==> src/rtl/pwm_capture.sv <==
// PWM duty/period meter: synchronizes pwm_in, measures high time and
// rise-to-rise period in clk cycles, flags sticky timeout on no edges.
module pwm_capture #(
  parameter int WIDTH = 16
) (
  input  logic             clk,
  input  logic             rst_n,
  input  logic             pwm_in,
  output logic [WIDTH-1:0] duty,
  output logic [WIDTH-1:0] period,
  output logic             valid,
  output logic             timeout
);

  typedef enum logic [1:0] {
    IDLE,
    HIGH,
    LOW
  } state_e;

  localparam logic [WIDTH-1:0] MAX = '1;
  localparam logic [WIDTH-1:0] ONE = WIDTH'(1);

  logic s1_q, s2_q, s3_q;
  logic rise_d, rise_q;
  logic fall_d, fall_q;

  state_e           state_d, state_q;
  logic [WIDTH-1:0] high_d, high_q;
  logic [WIDTH-1:0] per_d, per_q;
  logic [WIDTH-1:0] duty_d, duty_q;
  logic [WIDTH-1:0] period_d, period_q;
  logic             valid_d, valid_q;
  logic             timeout_d, timeout_q;

  always_comb begin
    rise_d = s2_q & ~s3_q;
    fall_d = ~s2_q & s3_q;
  end

  always_ff @(posedge clk or negedge rst_n) begin
    if (!rst_n) begin
      s1_q   <= 1'b0;
      s2_q   <= 1'b0;
      s3_q   <= 1'b0;
      rise_q <= 1'b0;
      fall_q <= 1'b0;
    end else begin
      s1_q   <= pwm_in;
      s2_q   <= s1_q;
      s3_q   <= s2_q;
      rise_q <= rise_d;
      fall_q <= fall_d;
    end
  end

  // A rise at the counter limit still closes the period normally.
  always_comb begin
    state_d   = state_q;
    high_d    = high_q;
    per_d     = per_q;
    duty_d    = duty_q;
    period_d  = period_q;
    valid_d   = 1'b0;
    timeout_d = timeout_q;
    unique case (state_q)
      IDLE: begin
        if (rise_q) begin
          state_d = HIGH;
          high_d  = ONE;
          per_d   = ONE;
        end
      end
      HIGH: begin
        if (per_q == MAX) begin
          state_d   = IDLE;
          timeout_d = 1'b1;
        end else begin
          per_d = per_q + ONE;
          if (fall_q) begin
            state_d = LOW;
          end else begin
            high_d = high_q + ONE;
          end
        end
      end
      LOW: begin
        if (rise_q) begin
          state_d   = HIGH;
          duty_d    = high_q;
          period_d  = per_q;
          valid_d   = 1'b1;
          timeout_d = 1'b0;
          high_d    = ONE;
          per_d     = ONE;
        end else if (per_q == MAX) begin
          state_d   = IDLE;
          timeout_d = 1'b1;
        end else begin
          per_d = per_q + ONE;
        end
      end
      default: state_d = IDLE;
    endcase
  end

  always_ff @(posedge clk or negedge rst_n) begin
    if (!rst_n) begin
      state_q   <= IDLE;
      high_q    <= '0;
      per_q     <= '0;
      duty_q    <= '0;
      period_q  <= '0;
      valid_q   <= 1'b0;
      timeout_q <= 1'b0;
    end else begin
      state_q   <= state_d;
      high_q    <= high_d;
      per_q     <= per_d;
      duty_q    <= duty_d;
      period_q  <= period_d;
      valid_q   <= valid_d;
      timeout_q <= timeout_d;
    end
  end

  assign duty    = duty_q;
  assign period  = period_q;
  assign valid   = valid_q;
  assign timeout = timeout_q;

endmodule
==> config.mk <==
export PLATFORM = sky130hd
export DESIGN_NAME = pwm_capture
export DESIGN_NICKNAME = d
export VERILOG_FILES = /design/src/rtl/pwm_capture.sv
export SDC_FILE = /design/constraint.sdc
export NUM_CORES = 1
export LEC_CHECK = 0
export CAP_MARGIN = 30
export CELL_PAD_IN_SITES_DETAIL_PLACEMENT = 0
export CELL_PAD_IN_SITES_GLOBAL_PLACEMENT = 2
export CORE_MARGIN = 5
export CORE_UTILIZATION = 37
export CTS_CLUSTER_DIAMETER = 120
export DETAILED_ROUTE_END_ITERATION = 12
export PLACE_DENSITY_LB_ADDON = 0.1
export SLEW_MARGIN = 20
export SYNTH_ARGS = -nofsm -noshare
export SYNTH_HDL_FRONTEND = slang
export SYNTH_SLANG_ARGS = --single-unit
==> constraint.sdc <==
create_clock -name clk -period 2.1 [get_ports clk]
set_input_delay 0.525 -clock clk [delete_from_list [all_inputs] [get_ports clk]]
set_output_delay 0.525 -clock clk [all_outputs]
set_load 0.02 [all_outputs]
Word level (Yosys, flattened, before mapping)
Cells that the tools add are included.
Widths: inputs -> output; s select.
{"block": "word_totals", "output_inout_bits": 34, "wordCells": 54, "in_bits": 3, "regBits": 73}
{"block": "op_classes", "reduce_logical": 9, "add_sub_neg": 2, "bitwise_logic": 4, "n_eq_ne": 9, "mux": 18}
{"op": "$mux 16", "n": 5}
{"op": "$pmux 16 s3", "n": 1}
{"op": "$add 16x1->16 const B", "n": 2}
{"op": "$pmux 16 s2", "n": 1}
{"op": "$eq 16x16->1 const B", "n": 1}
{"op": "$mux 2", "n": 5}
{"op": "$ne 2x2->1 const B", "n": 3}
{"op": "$ne 3x3->1 const B", "n": 2}
{"op": "$pmux 2 s3", "n": 1}
{"op": "$mux 1", "n": 4}
{"op": "$reduce_and 2->1", "n": 2}
{"op": "$reduce_and 4->1", "n": 1}
{"op": "$reduce_bool 2->1", "n": 2}
{"op": "$reduce_and 3->1", "n": 1}
{"op": "$reduce_bool 3->1", "n": 1}
{"op": "$and 1x1->1", "n": 2}
{"op": "$eq 2x1->1 const B", "n": 1}
{"op": "$eq 2x2->1 const B", "n": 1}
{"op": "$logic_not 2->1", "n": 1}
{"op": "$ne 2x1->1 const B", "n": 1}
{"op": "$not 1->1", "n": 2}
{"op": "$pmux 1 s2", "n": 1}
{"op": "$reduce_or 2->1", "n": 1}

Depth between registers and ports, before layout
Gate-level depths: netlist of run 1.
{"block": "logic_depth", "word_depth": 4, "mapped_depth": 8, "depth_no_buf": 7}

Worst setup path before layout of run 1
Ideal clock, no wire load.
{"block": "synth_path", "kind": "reg-to-reg", "from": "register state_q[0]", "to": "register high_q[13]", "stages_incl_launch_ff": 7, "setup_slack_ns": 0.228, "t_arrival_ns": 1.762, "n_path_buf": 0, "synth_period_minus_slack_ns": 1.872, "required_time_ns": 1.990, "setup_ns": 0.110, "path_cell_list": "dfrtp_1 inv_1 ha_1 nor2_2 a21oi_1 or2_2 o41ai_1"}
{"block": "synth_between", "elab_chain_len": 4, "elab_cells_between_ends": 10, "classes_between": "eq/ne (5); mux (1); reduce/logical (4)"}
{"item": "start, declared", "line": "28", "text": "state_e state_d, state_q;"}
{"item": "start signal, assigned", "line": "117", "text": "state_q <= state_d;"}
{"item": "$eq 2x2->1 / $logic_not 2->1 (equally long branches)", "line": "66", "text": "unique case (state_q)"}
{"item": "$reduce_or 2->1 (no source line)"}
{"item": "$ne 2x1->1 (no source line) / $reduce_bool 2->1 (equally long branches)"}
{"item": "$reduce_and 4->1 (no source line)"}
{"item": "end signal, assigned", "line": "118", "text": "high_q <= high_d;"}
{"item": "end, declared", "line": "29", "text": "logic [WIDTH-1:0] high_d, high_q;"}
Several ways; a longest one is shown, not always the timed one.
A chain may end at the register's enable or synchronous reset.

Final worst setup path of run 1
{"block": "layout_path", "from": "register per_q[1]", "to": "register per_q[2]"}
{"block": "layout_between", "elab_chain_len": 4, "elab_cells_between_ends": 5, "classes_between": "add/sub (1); eq/ne (1); mux (3)"}
{"item": "start, declared", "line": "30", "text": "logic [WIDTH-1:0] per_d, per_q;"}
{"item": "start signal, assigned", "line": "119", "text": "per_q <= per_d;"}
{"item": "$add 16x1->16 / $eq 16x16->1 (equally long branches)"}
{"item": "$mux 16 (*)", "line": "75, 96"}
{"item": "$mux 16", "line": "88", "text": "if (rise_q) begin"}
{"item": "$pmux 16 s3 (*)", "line": "66"}
Every way passes the cells marked *; elsewhere a longest branch is shown, timed or not.

==> impl_metrics.csv, run 1 <==
group,metric,value,unit
sta,relSlewSlack,65.7,%
power_and_ir_drop,cellLeakagePower,1.89,nW
yosys,syn-cell-area,3410,um2
min_path,hold_class,"primary input to asynchronous set/reset pin",
setup_path,cpLargestDelayFamily,"simple AND/OR/NAND/NOR gates",
cts,cts_buffer_depth,2,
setup_path,required,2.35,ns
cts,cts_setup_buffers,0,
final_layout,syn_to_final_growth,26.4,%
yosys,synth_seq_cells,73,
sta,rsz0062_at_grt,"yes",
setup_path,start_kind,"flip-flop",
sta,timing.fmax,508,MHz
setup_path,worstPathArrival,2.22,ns
floorplan,rows,35,
yosys,synth.top_cells.by_count,"dfrtp_1 (73), mux2_2 (31), nand2_1 (20), nor2_1 (20), nand3_1 (16)",
sta,hold_violations,0,
yosys,async_reset_ff_share,100,%
detailed_routing,drt_iter0_markers,92,
cts,cts_tree,"done",
floorplan,fp.dieH,106,um
sta,fin_crit,1.97,ns
power_and_ir_drop,p_sw_share,31.5,%
setup_path,cp_slowest_cell,"or4_1",
yosys,syn_nets,317,
cts,clk_pin_slew,0.09,ns
yosys,ys.flop_type,"dfrtp_1",
sta,setup_violations,0,
detailed_routing,drc,0,
setup_path,r2r_setup_slack,0.13,ns
yosys,yosysMostFrequentCell,"dfrtp_1",
power_and_ir_drop,p_sw,0.00132,W
yosys,synth_cell_types,50,
placement,gp_congestion,0.785,
detailed_routing,drtAntennaViolNets,0,
yosys,synthTopCellsByArea,"dfrtp_1 (54%), mux2_2 (10%), nand3_1 (2.3%), ha_1 (2.2%), nand2_1 (2.2%)",
global_routing,grt_pass1_vias,2693,
floorplan,die-area,11200,um2
cts,clk-insertion-delay-late,0.35,ns
sta,final.period_utilization,93.8,%
power_and_ir_drop,combPwrFrac,28.7,%
setup_path,cp.buffers_inverters,0,
final_layout,diodes,0,
yosys,ys_seq_area_share,53.5,%
yosys,synth_top_area_share,53.5,%
yosys,synth_top_cell_by_area,"dfrtp_1",
cts,ctsHoldBuffers,0,
power_and_ir_drop,p_int,0.00286,W
placement,numPortBuffers,36,
final_layout,drive_gt1_share,22.8,%
setup_path,timing.rr.end,"per_q[2]$_DFFE_PN0P_",
setup_path,r2r-start,"per_q[1]$_DFFE_PN0P_",
placement,placed_area,4050,um2
placement,place_ws,0.0958,ns
cts,cts_max_level,3,
setup_path,cp_num_cells,6,
yosys,synth_warnings,0,
power_and_ir_drop,p_clk_share,32.6,%
floorplan,start_util,37.5,%
setup_path,worstRegToRegCells,6,
power_and_ir_drop,seqPwrFrac,38.7,%
setup_path,cp-endpoint,"per_q[2]$_DFFE_PN0P_",
final_layout,seqCellArea,1830,um2
setup_path,critPathKind,"flip-flop to flip-flop",
sta,drv_slew,0,
power_and_ir_drop,ir_drop,0.362,mV
final_layout,num-fill-cells,883,
setup_path,path_cells,"ha_1, nand4_2, or4_1, nand3_1, xor2_1, nor2_1",
detailed_routing,vias,2561,
final_layout,final_area,4310,um2
yosys,synth_cells,308,
cts,cts_buffers,9,
yosys,avgSynthCellArea,11.1,um2
cts,root_buffer,"clkbuf_8",
global_routing,grt_pass1_wl,13.6,mm
final_layout,fin_nets,376,
placement,dpl.hpwl,5.67,mm
floorplan,fp.dieW,106,um
setup_path,crit_path_start,"per_q[1]$_DFFE_PN0P_",
global_routing,gr-total-overflow,0,
sta,timing.hold.ws,0.0984,ns
detailed_routing,drt_first_pass_iters,4,
detailed_routing,wirelength,7.94,mm
cts,cts.sinks,73,
floorplan,boundaryPins,37,
sta,worst_slew_pin_slew,0.512,ns
detailed_routing,wl_per_cell,16.4,um
global_routing,antenna_found_initial,0,
global_routing,grt_usage,15.2,%
setup_path,cp-end-kind,"flip-flop",
global_routing,grt_max_degree,34,
sta,fin_worst_skew,0.0133,ns
final_layout,post-route-util,47.3,%
status,status,"finished clean",
final_layout,multi_input_area,1530,um2
setup_path,cp_max_fo,6,
run,drv_cap,0,
power_and_ir_drop,power_density,968,nW/um2
detailed_routing,vias_per_cell,5.30,
floorplan,core-area,9110,um2
sta,setup_slack,0.130,ns
sta,fin_tns_setup,0,ns
setup_path,slowest_delay,0.70,ns
yosys,synth_edf_count,0,
-- power by group through the flow --
| stage | combinational, W | clock, W | sequential (W) |
|---|---|---|---|
| 2_1_floorplan | 0.000650 | 0 | 0.00169 |
| 3_3_place_gp | 0.00120 | 0 | 0.00164 |
| 3_5_place_dp | 0.00120 | 0 | 0.00164 |
| 4_1_cts | 0.00120 | 0.00141 | 0.00161 |
| 5_1_grt | 0.00133 | 0.00146 | 0.00164 |
| 6_report | 0.00120 | 0.00136 | 0.00162 |
-- metrics by stage --
step / power, W / instances
floorplan: 0.00234 / 308
global placement: 0.00283 / 467
detailed placement: 0.00284 / 467
CTS: 0.00423 / 483
global route: 0.00443 / 483
finish: 0.00418 / 483
-- worst min-delay path by stage --
| stage | startpoint | slack (ns) | cells after the start | endpoint |
|---|---|---|---|---|
| floorplan | rst_n | 0.23 | 0 | duty[0]$_DFFE_PN0P_ |
| global placement | s1_q$_DFF_PN0_ | 0.34 | 0 | s2_q$_DFF_PN0_ |
| detailed placement | s1_q$_DFF_PN0_ | 0.35 | 0 | s2_q$_DFF_PN0_ |
| CTS | rst_n | 0.10 | 1 | high_q[2]$_DFFE_PN0P_ |
| global route | rst_n | 0.12 | 1 | duty[2]$_DFFE_PN0P_ |
| finish | rst_n | 0.1 | 1 | duty[13]$_DFFE_PN0P_ |
-- cell usage in the layout, fill, tap and decap left out, drive strengths merged, types with 2 or more instances in the layout --
| master | n |
|---|---|
| nor2 | 21 |
| nand3 | 18 |
| mux2 | 31 |
| dfrtp | 73 |
| ha | 6 |
| xnor2 | 6 |
| clkdlybuf4s50 | 35 |
| or2 | 2 |
| xor2 | 4 |
| o21a | 2 |
| buf | 22 |
| clkbuf | 11 |
| nor2b | 4 |
| a21oi | 7 |
| and2 | 6 |
| a31oi | 6 |
| o21ai | 22 |
| nand2 | 22 |
| nand2b | 7 |
| inv | 9 |
| bufinv | 3 |
| o31ai | 6 |
| a21boi | 2 |
| nand4 | 11 |
| o311ai | 2 |
| or4 | 2 |
| nor3 | 6 |
| and3 | 6 |
| nor4 | 3 |
| or3 | 2 |
| o41ai | 4 |
-- routing by layer --
metal	share of wire [%]	global-route usage, %	vias up
li1	-	-	1237
met3	3.0	3.52	7
met1	45	18.6	1283
met2	51	26.5	34
met4	1.2	4.81	0
met5	0	0	-
-- repair_timing --
item,in CTS,in global routing
hold endpoints to repair,0,0
gates resized for setup,0,4
endpoints found under the setup margin,0,15
-- worst reg2reg max path: stages, from the launching register on --
cell and delay [ns]:
dfrtp_1 0.38, ha_1 0.22, nand4_2 0.17, or4_1 0.70, nand3_1 0.18, xor2_1 0.17, nor2_1 0.05
-- layout make-up --
cell class / instances / share of cell area (%)
clock buffers: 11 / 3.28
clock inverters: 5 / 2.38
inverters: 9 / 0.783
multi-input cells: 217 / 35.4
flip-flops and latches: 73 / 42.4
well taps: 111 / 3.22
repair buffers: 57 / 12.5
-- sequential cells by signal, indices dropped and copies added, names as in the netlist --
signal   cells
state_q      2
fall_q       1
timeout      1
s1_q         1
s2_q         1
s3_q         1
valid        1
high_q      16
period      16
rise_q       1
per_q       16
duty        16
-- cells by family (layout without fill, tap and decap cells) --
group | after synthesis | after routing | share of synthesized area [%]
adder cells (fa/ha/maj) | 6 | 6 | 2.20
AND/OR/NAND/NOR | 114 | 114 | 18.4
flip-flops | 73 | 73 | 53.5
XOR/XNOR | 10 | 10 | 2.57
AO/OA/AOI/OAI | 56 | 56 | 10.8
buffers and inverters | 18 | 82 | 2.31
multiplexers | 31 | 31 | 10.2
(Power assumes the default switching activity.)
==> run 2, diff against run 1 <==
--- a/config.mk
+++ b/config.mk
@@ -13,7 +13,6 @@
 export CTS_CLUSTER_DIAMETER = 120
 export DETAILED_ROUTE_END_ITERATION = 12
 export PLACE_DENSITY_LB_ADDON = 0.1
-export SLEW_MARGIN = 20
 export SYNTH_ARGS = -nofsm -noshare
 export SYNTH_HDL_FRONTEND = slang
 export SYNTH_SLANG_ARGS = --single-unit
==> results of run 2 <==
Same layout as run 1: the final DEF is identical, and so are final timing and power.
